**src/rtl/apb_uart.sv**
```systemverilog
// rtl/apb_uart.sv - APB3 UART: register file, TX/RX FIFOs, 8N1 serial engines, DMA requests
//
// Optional feature macro: APB_UART_DMA_EN (enables CTRL[3:2] and the dma_* request outputs)
//
// Ports:
//   PCLK, PRESETn              clock (posedge) and asynchronous active-low reset
//   PADDR, PSELx, PENABLE,     APB3 slave request (4-bit address, 8-bit data)
//   PWRITE, PWDATA
//   PRDATA, PREADY, PSLVERR    APB3 slave response (zero wait state)
//   rx, tx                     serial pads, idle high
//   rx_ready_out               RX FIFO holds data
//   dma_tx_req, dma_rx_req     DMA service requests for the TX / RX FIFOs

module apb_uart #(
   parameter int FIFO_DEPTH  = 4,
   parameter int DEFAULT_DIV = 16
) (
   input  logic       PCLK,
   input  logic       PRESETn,
   input  logic [3:0] PADDR,
   input  logic       PSELx,
   input  logic       PENABLE,
   input  logic       PWRITE,
   input  logic [7:0] PWDATA,
   output logic [7:0] PRDATA,
   output logic       PREADY,
   output logic       PSLVERR,
   input  logic       rx,
   output logic       tx,
   output logic       rx_ready_out,
   output logic       dma_tx_req,
   output logic       dma_rx_req
);

   localparam int AW = $clog2(FIFO_DEPTH);
   localparam logic [AW-1:0] PTR_ONE = AW'(1);

`ifdef APB_UART_DMA_EN
   localparam logic [3:0] CTRL_MASK = 4'hF;
`else
   localparam logic [3:0] CTRL_MASK = 4'h3;
`endif

   typedef enum logic [1:0] {S_IDLE, S_START, S_DATA, S_STOP} state_t;

   // APB decode
   logic access, wr, rd;
   assign access = PSELx & PENABLE;
   assign wr     = access & PWRITE;
   assign rd     = access & ~PWRITE;
   assign PREADY = 1'b1;

   // Registers
   logic [3:0]  ctrl;
   logic [15:0] baud;
   logic [15:0] eff_div;
   logic        overrun, frame_err;

   // Divisors below 2 would leave no room for a mid-bit sample point
   assign eff_div = (baud < 16'd2) ? 16'd2 : baud;

   // TX FIFO
   logic [7:0]    tx_mem [FIFO_DEPTH];
   logic [AW-1:0] tx_wptr, tx_rptr;
   logic          tx_full, tx_empty, tx_push, tx_pop;

   // RX FIFO
   logic [7:0]    rx_mem [FIFO_DEPTH];
   logic [AW-1:0] rx_wptr, rx_rptr;
   logic          rx_full, rx_empty, rx_push, rx_pop;

   assign tx_empty = (tx_wptr == tx_rptr) & ~tx_full;
   assign rx_empty = (rx_wptr == rx_rptr) & ~rx_full;
   assign tx_push  = wr & (PADDR == 4'h0) & ~tx_full;
   assign rx_pop   = rd & (PADDR == 4'h0) & ~rx_empty;

   // TX engine
   state_t      tx_state, tx_state_n;
   logic [15:0] tx_cnt, tx_div;
   logic [2:0]  tx_idx;
   logic [7:0]  tx_shift;
   logic        tx_bit_end, tx_busy;

   // RX engine
   state_t      rx_state, rx_state_n;
   logic [15:0] rx_cnt, rx_div;
   logic [2:0]  rx_idx;
   logic [7:0]  rx_shift;
   logic        rx_s1, rx_s2, rx_s3, rx_fall;
   logic        rx_bit_end, rx_half, rx_stop_smp;

   logic [7:0] status;
   assign tx_busy = (tx_state != S_IDLE);
   assign status  = {1'b0, tx_busy, frame_err, overrun, ~rx_empty, rx_full, tx_empty, tx_full};

   // Read mux and error response, driven only during the access phase
   always_comb begin
      PRDATA  = 8'h00;
      PSLVERR = 1'b0;
      if (access) begin
         case (PADDR)
            4'h0: begin
               if (PWRITE)        PSLVERR = tx_full;
               else if (rx_empty) PSLVERR = 1'b1;
               else               PRDATA  = rx_mem[rx_rptr];
            end
            4'h1: if (!PWRITE) PRDATA = status;
            4'h2: if (!PWRITE) PRDATA = {4'h0, ctrl};
            4'h3: if (!PWRITE) PRDATA = baud[7:0];
            4'h4: if (!PWRITE) PRDATA = baud[15:8];
            default: PSLVERR = 1'b1;
         endcase
      end
   end

   // Register writes and sticky flags; a new error event wins over a same-cycle clear
   always_ff @(posedge PCLK or negedge PRESETn) begin
      if (!PRESETn) begin
         ctrl      <= 4'h3;
         baud      <= 16'(DEFAULT_DIV);
         overrun   <= 1'b0;
         frame_err <= 1'b0;
      end else begin
         if (wr && PADDR == 4'h2) ctrl        <= PWDATA[3:0] & CTRL_MASK;
         if (wr && PADDR == 4'h3) baud[7:0]   <= PWDATA;
         if (wr && PADDR == 4'h4) baud[15:8]  <= PWDATA;
         overrun   <= (overrun & ~(wr && PADDR == 4'h1 && PWDATA[4]))
                      | (rx_stop_smp & rx_s2 & rx_full);
         frame_err <= (frame_err & ~(wr && PADDR == 4'h1 && PWDATA[5]))
                      | (rx_stop_smp & ~rx_s2);
      end
   end

   // FIFO storage (no reset needed; validity is tracked by the pointers)
   always_ff @(posedge PCLK) begin
      if (tx_push) tx_mem[tx_wptr] <= PWDATA;
      if (rx_push) rx_mem[rx_wptr] <= rx_shift;
   end

   // FIFO pointers: full is set only when a lone push closes the gap, cleared by a lone pop
   always_ff @(posedge PCLK or negedge PRESETn) begin
      if (!PRESETn) begin
         tx_wptr <= '0;
         tx_rptr <= '0;
         tx_full <= 1'b0;
         rx_wptr <= '0;
         rx_rptr <= '0;
         rx_full <= 1'b0;
      end else begin
         if (tx_push) tx_wptr <= tx_wptr + PTR_ONE;
         if (tx_pop)  tx_rptr <= tx_rptr + PTR_ONE;
         if (tx_push && !tx_pop && (tx_wptr + PTR_ONE) == tx_rptr) tx_full <= 1'b1;
         else if (tx_pop && !tx_push)                              tx_full <= 1'b0;
         if (rx_push) rx_wptr <= rx_wptr + PTR_ONE;
         if (rx_pop)  rx_rptr <= rx_rptr + PTR_ONE;
         if (rx_push && !rx_pop && (rx_wptr + PTR_ONE) == rx_rptr) rx_full <= 1'b1;
         else if (rx_pop && !rx_push)                              rx_full <= 1'b0;
      end
   end

   // ---------------- Transmitter ----------------
   assign tx_bit_end = (tx_cnt == tx_div - 16'd1);

   always_ff @(posedge PCLK or negedge PRESETn) begin
      if (!PRESETn) tx_state <= S_IDLE;
      else          tx_state <= tx_state_n;
   end

   // A frame may start straight out of STOP so consecutive bytes have no idle gap
   always_comb begin
      tx_state_n = tx_state;
      tx_pop     = 1'b0;
      case (tx_state)
         S_IDLE: begin
            if (ctrl[0] && !tx_empty) begin
               tx_pop     = 1'b1;
               tx_state_n = S_START;
            end
         end
         S_START: if (tx_bit_end) tx_state_n = S_DATA;
         S_DATA:  if (tx_bit_end && tx_idx == 3'd7) tx_state_n = S_STOP;
         S_STOP: begin
            if (tx_bit_end) begin
               if (ctrl[0] && !tx_empty) begin
                  tx_pop     = 1'b1;
                  tx_state_n = S_START;
               end else begin
                  tx_state_n = S_IDLE;
               end
            end
         end
         default: tx_state_n = S_IDLE;
      endcase
   end

   // Divisor is captured at frame start so BAUD writes never disturb a frame in flight
   always_ff @(posedge PCLK or negedge PRESETn) begin
      if (!PRESETn) begin
         tx_cnt   <= '0;
         tx_div   <= 16'd2;
         tx_idx   <= '0;
         tx_shift <= '0;
      end else if (tx_pop) begin
         tx_shift <= tx_mem[tx_rptr];
         tx_div   <= eff_div;
         tx_cnt   <= '0;
         tx_idx   <= '0;
      end else if (tx_state != S_IDLE) begin
         if (tx_bit_end) begin
            tx_cnt <= '0;
            if (tx_state == S_DATA) begin
               tx_shift <= {1'b0, tx_shift[7:1]};
               tx_idx   <= tx_idx + 3'd1;
            end
         end else begin
            tx_cnt <= tx_cnt + 16'd1;
         end
      end
   end

   assign tx = (tx_state == S_START) ? 1'b0 :
               (tx_state == S_DATA)  ? tx_shift[0] : 1'b1;

   // ---------------- Receiver ----------------
   always_ff @(posedge PCLK or negedge PRESETn) begin
      if (!PRESETn) begin
         rx_s1 <= 1'b1;
         rx_s2 <= 1'b1;
         rx_s3 <= 1'b1;
      end else begin
         rx_s1 <= rx;
         rx_s2 <= rx_s1;
         rx_s3 <= rx_s2;
      end
   end

   assign rx_fall     = rx_s3 & ~rx_s2;
   assign rx_bit_end  = (rx_cnt == rx_div - 16'd1);
   assign rx_half     = (rx_cnt == (rx_div >> 1) - 16'd1);
   assign rx_stop_smp = (rx_state == S_STOP) & rx_bit_end;
   assign rx_push     = rx_stop_smp & rx_s2 & ~rx_full;

   always_ff @(posedge PCLK or negedge PRESETn) begin
      if (!PRESETn) rx_state <= S_IDLE;
      else          rx_state <= rx_state_n;
   end

   always_comb begin
      rx_state_n = rx_state;
      case (rx_state)
         S_IDLE:  if (ctrl[1] && rx_fall) rx_state_n = S_START;
         S_START: if (rx_half) rx_state_n = rx_s2 ? S_IDLE : S_DATA;
         S_DATA:  if (rx_bit_end && rx_idx == 3'd7) rx_state_n = S_STOP;
         S_STOP:  if (rx_bit_end) rx_state_n = S_IDLE;
         default: rx_state_n = S_IDLE;
      endcase
   end

   // While idle the divisor tracks BAUD, so it is current when a start edge arrives
   always_ff @(posedge PCLK or negedge PRESETn) begin
      if (!PRESETn) begin
         rx_cnt   <= '0;
         rx_div   <= 16'd2;
         rx_idx   <= '0;
         rx_shift <= '0;
      end else if (rx_state == S_IDLE) begin
         rx_cnt <= '0;
         rx_idx <= '0;
         rx_div <= eff_div;
      end else if (rx_state == S_START) begin
         rx_cnt <= rx_half ? 16'd0 : rx_cnt + 16'd1;
      end else if (rx_bit_end) begin
         rx_cnt <= '0;
         if (rx_state == S_DATA) begin
            rx_shift <= {rx_s2, rx_shift[7:1]};
            rx_idx   <= rx_idx + 3'd1;
         end
      end else begin
         rx_cnt <= rx_cnt + 16'd1;
      end
   end

   assign rx_ready_out = ~rx_empty;

`ifdef APB_UART_DMA_EN
   assign dma_tx_req = ctrl[2] & ~tx_full;
   assign dma_rx_req = ctrl[3] & ~rx_empty;
`else
   assign dma_tx_req = 1'b0;
   assign dma_rx_req = 1'b0;
`endif

endmodule

```
**config.mk**
```make
export PLATFORM = sky130hd
export DESIGN_NAME = apb_uart
export DESIGN_NICKNAME = d
export VERILOG_FILES = /design/src/rtl/apb_uart.sv
export SDC_FILE = /design/constraint.sdc
export NUM_CORES = 1
export LEC_CHECK = 0
export ABC_CLOCK_PERIOD_IN_PS = 8090
export BUFFER_PORTS_ARGS = -buffer_cell sky130_fd_sc_hd__buf_2
export CAP_MARGIN = 20
export CORE_MARGIN = 2
export CORE_UTILIZATION = 60
export DETAILED_ROUTE_END_ITERATION = 6
export GPL_TIMING_DRIVEN = 1
export PLACE_DENSITY = 0.84
export SYNTH_ARGS = -nofsm -noshare
export SYNTH_HDL_FRONTEND = slang
export SYNTH_SLANG_ARGS = --single-unit
```
**constraint.sdc**
```tcl
create_clock -name PCLK -period 8.09 [get_ports PCLK]
set_input_delay 1.618 -clock PCLK [delete_from_list [all_inputs] [get_ports PCLK]]
set_output_delay 1.618 -clock PCLK [all_outputs]
set_load 0.02 [all_outputs]
```
* Yosys cells after proc, flatten, opt, wreduce, memory -nomap -nowiden
Memory sizes are Yosys's and may differ from the RTL's. Index checks and enable logic that the tools add are counted.
Cells by class: add/subtract/negate cells 11, order comparisons 1, equality and inequality tests 28, mux-type cells 57, bitwise operators 28, reductions and logical operators 38
Operators with widths (count):
- 16-bit two-way mux | 8
- 8-bit two-way mux | 9
- 16-bit equality test | 3
- 8-bit case mux with 5 select lines | 1
- 16-bit by 1-bit adder with 16-bit output, second input constant | 2
- 16-bit by 1-bit subtractor with 16-bit output, second input constant | 2
- 3-bit two-way mux | 8
- 2-bit two-way mux | 10
- 2-bit inequality test, second input constant | 9
- 1-bit bitwise AND | 17
- 1-bit logical AND | 16
- 16-bit by 2-bit < comparator with 1-bit output, second input constant | 1
- 1-bit two-way mux | 16
- 2-bit case mux with 4 select lines | 2
- 2-bit nonzero test | 8
- 15-bit by 1-bit subtractor with 16-bit output, second input constant | 1
- 4-bit AND reduction | 3
- 1-bit inverter | 9
- 2-bit by 1-bit adder with 2-bit output, second input constant | 4
- 2-bit equality test | 4
- 2-bit equality test, second input constant | 4
- 4-bit by 2-bit equality test with 1-bit output, second input constant | 2
- 7-bit two-way mux | 1
- 3-bit by 1-bit adder with 3-bit output, second input constant | 2
- other kinds (11) | 21
Word-level totals: flip-flop bits (word level) 123, RAM bits 64, bits of input ports 18, output and inout bits 14, memories kept 2
Memories:
- rx_mem | depth 4, bits a word 8, rd ports 1, clocked after Yosys merged registers in 0, wr ports 1, line 68 | logic [7:0] rx_mem [FIFO_DEPTH];
- tx_mem | depth 4, bits a word 8, rd ports 1, clocked after Yosys merged registers in 0, wr ports 1, line 63 | logic [7:0] tx_mem [FIFO_DEPTH];

* Longest topological paths before layout
word-level depth 11, mapped depth 12, depth with buffers taken out 10

* Worst setup path after synthesis
Ideal clock, no wire load.
kind input to output, start input port PADDR[1], end output port PRDATA[0], arrival time 3129 ps, data required time 6472 ps, slack 3343 ps, stages on the path 4, buffers on the path 0, cell sequence or2_2 nor3b_1 a222oi_1 o2bb2ai_1
On the way: cells in the longest elaborated chain, start to end 3, elaborated cells between the ends (all ways) 7, classes of those cells 4 x eq/ne; 2 x mux; 1 x reduce/logical
RTL lines:
- start: declaration | line 20 | input logic [3:0] PADDR,
- 4-bit by 3-bit equality test with 1-bit output (tied with other cells) | line 101 | case (PADDR)
- 8-bit case mux with 5 select lines * | line 101
- 8-bit two-way mux * | line 100 | if (access) begin
- end: declaration | line 25 | output logic [7:0] PRDATA,
Every way passes the cells marked *; elsewhere a longest branch is shown, timed or not.

* Worst setup path in the final report
start input port PADDR[0], end output port PRDATA[5]
Same word-level chain as after synthesis.

==> results.toml <==
[floorplan]
die_w_um = 133
io_pins = 32
die-area_mm2 = 0.0176
fp.dieH_um = 133
core_mm2 = 0.0164
initial_utilization_pct = 60.6
fp-row-count = 47

[power]
power.total_uw = 3530
p_sw_uw = 1380
p_clk_share_pct = 24.7
p_int_uw = 2150
vdd_drop_max_uv = 231
cellLeakagePower_uw = 0.00452
p_per_area_mw_per_mm2 = 327
power.share.sequential_pct = 39.5
switching_share_pct = 39.0
combPwrFrac_pct = 35.9

[placed_design]
port_buffers = 28
dp_hpwl_um = 14000
gp_congestion = 0.875

[timing]
rsz0062_at_grt = "no"
tightestPinTransition_ps = 985
fmax_mhz = 189
finalCritPeriodShare_pct = 65.5
hold_viol = 0
setup_tns_ps = 0
fin_crit_ps = 5300
finClkSkew_ps = 14.7
finalMaxSlewViolations = 0
max_slew_margin_pct = 34.4
finalSetupViolCount = 0

[logic_synthesis]
synthFlopType = "dfrtp_1"
netlist_area_mm2 = 0.00995
yosysWarnings = 0
async_reset_ff_share_pct = 65.8
ys_seq_elements = 187
syn_area_per_cell_um2 = 11.8
synth-seq-area-share_pct = 50.3
netlist_instances = 842
synth_enable_flop_cells = 64
ys_types = 75

[global_routing]
antenna_found_initial = 0
overflow = 0
grt_pass1_vias = 6544
grt.met2_usage_pct = 40.6
busiest_layer = "met2"
grt_max_degree = 76
track_usage_pct = 25.1
use_met1_pct = 34.4
met3_usage_pct = 5.17
grt_pass1_wl_um = 34800

[clock_network]
cts.sinks = 187
root_buffer = "clkbuf_16"
insertion_delay_ps = 440
h-tree-depth = 4
ctsResizeCount = 0
numCtsBuffers = 17
cts_tree = "built"
post_cts_buffers = 0
postCtsHoldBufs = 0
clk_pin_slew_worst_paths_ps = 80
clockBufferDepth = 2

[routing]
wire_per_inst_um = 19.1
antenna_left = 0
drt-total-wl_um = 20700
first_iter_violations = 607
route.detailed.drc = 0
viasPerCell = 6.12
detail_route.first_pass.iterations = 5
num_vias = 6618

[critical_path]
start_kind = "input pin"
critPathCaptureType = "output port"
critPathKind = "input pin to output port"
crit_arrival_ps = 3680
r2r_slack_ps = 3740
crit_required_ps = 6470
cp_max_fo = 11

[job]
drv_cap = 0

[cells_and_area]
seq_area_mm2 = 0.00501
antenna_cells = 0
fillers = 1173
fin_nets = 888
multi_input_area_mm2 = 0.00460
post-route-util_pct = 65.9
drive_gt1_share_pct = 20.6
area_delta_synth_final_pct = 8.60
final_cell_mix = "dfrtp_1, edfxtp_1, mux2_2"
layout_commonest_cell = "dfrtp_1"

[worst_hold_path]
hp-class = "flop to flop"

[outcome]
outcome = "completed"
## synthesized netlist by cell type (10+ instances only)
library cell  number  share of area [%]
ha_1              22                2.8
mux4_2            16                3.6
dfrtp_1          115                 29
mux2_2            63                7.1
nor3_1            21                1.1
nand2_1           44                1.7
xnor2_1           46                4.0
and3_1            10               0.63
a31oi_1           11               0.69
xor2_1            43                3.8
nand4_1           10               0.63
clkbuf_1          26               0.98
inv_1             27                1.0
and2_1            12               0.75
nor4_1            11               0.69
mux2i_1           13                1.3
a21oi_1           16               0.80
edfxtp_1          64                 19
nand3_1           28                1.4
nor2_1            57                2.2
o21ai_0           28                1.4
## power by group through the flow
| stage | Clock, uW | Sequential [uW] | Combinational (uW) |
|---|---|---|---|
| 6_report | 871 | 1390 | 1270 |
| 5_1_grt | 923 | 1430 | 1410 |
| 4_1_cts | 881 | 1390 | 1260 |
| 3_5_place_dp | 0 | 1400 | 1240 |
| 3_3_place_gp | 0 | 1390 | 1210 |
| 2_1_floorplan | 0 | 1250 | 1130 |
## sequential cells by signal (all words and copies together) (netlist names), 3 cells and up, named ones only
signal	cells
baud	16
rx_cnt	16
rx_div	16
rx_idx	3
rx_mem	32
rx_shift	8
tx_cnt	16
tx_div	16
tx_idx	3
tx_mem	32
tx_shift	8
## per-stage QoR
stage | area [um^2] | hold WS, ps | instances | setup WS, ps
after floorplan | 9950 | 345 | 843 | 3340
after global placement | 10200 | 346 | 1049 | 3010
after detailed placement | 10200 | 349 | 1049 | 2930
after CTS | 10800 | 361 | 1081 | 2850
after global routing | 10800 | 368 | 1081 | 2710
final | 10800 | 363 | 1081 | 2790
## worst max-delay path: stages
cell and delay [ps]:
buf_2 170, or2_2 310, nor3b_1 770, a222oi_1 290
o2bb2ai_1 300, buf_2 220
## kinds of logic (layout without fill, tap and decap cells)
kind of cell / count (synthesis) / in the layout / synth area share [%]
AO/OA/AOI/OAI: 116 / 116 / 8.24
XOR/XNOR: 89 / 89 / 7.83
adder cells (fa/ha/maj): 22 / 22 / 2.77
buffers and inverters: 74 / 92 / 3.47
flip-flops: 187 / 187 / 50.3
multiplexers: 100 / 100 / 13.3
other: 2 / 3 / 0.0755
AND/OR/NAND/NOR: 252 / 252 / 14.0
## layer usage
metal / wire length (um) / share of wire [%]
met5: 0 / 0
met4: 386 / 1.9
met3: 1050 / 5.1
met2: 10300 / 50
met1: 8910 / 43
## layout make-up
type	instances	area share, %
Multi-Input combinational cell	582	42.6
Timing Repair Buffer	33	1.67
Inverter	27	0.938
Clock inverter	15	1.99
Sequential cell	187	46.4
Clock buffer	17	3.94
Tap cell	220	2.55
## worst paths after layout
check                           cells after the start      endpoint  startpoint
worst max-delay path                                6     PRDATA[5]    PADDR[0]
worst min-delay path                                0         rx_s2       rx_s1
worst max register to register                     10  rx_mem[3][6]   rx_div[2]
worst min register to register                      0         rx_s2       rx_s1
max in group asynchronous                           2     rx_idx[0]     PRESETn
min in group asynchronous                           1     tx_idx[0]     PRESETn
(Power assumes the default switching activity.)
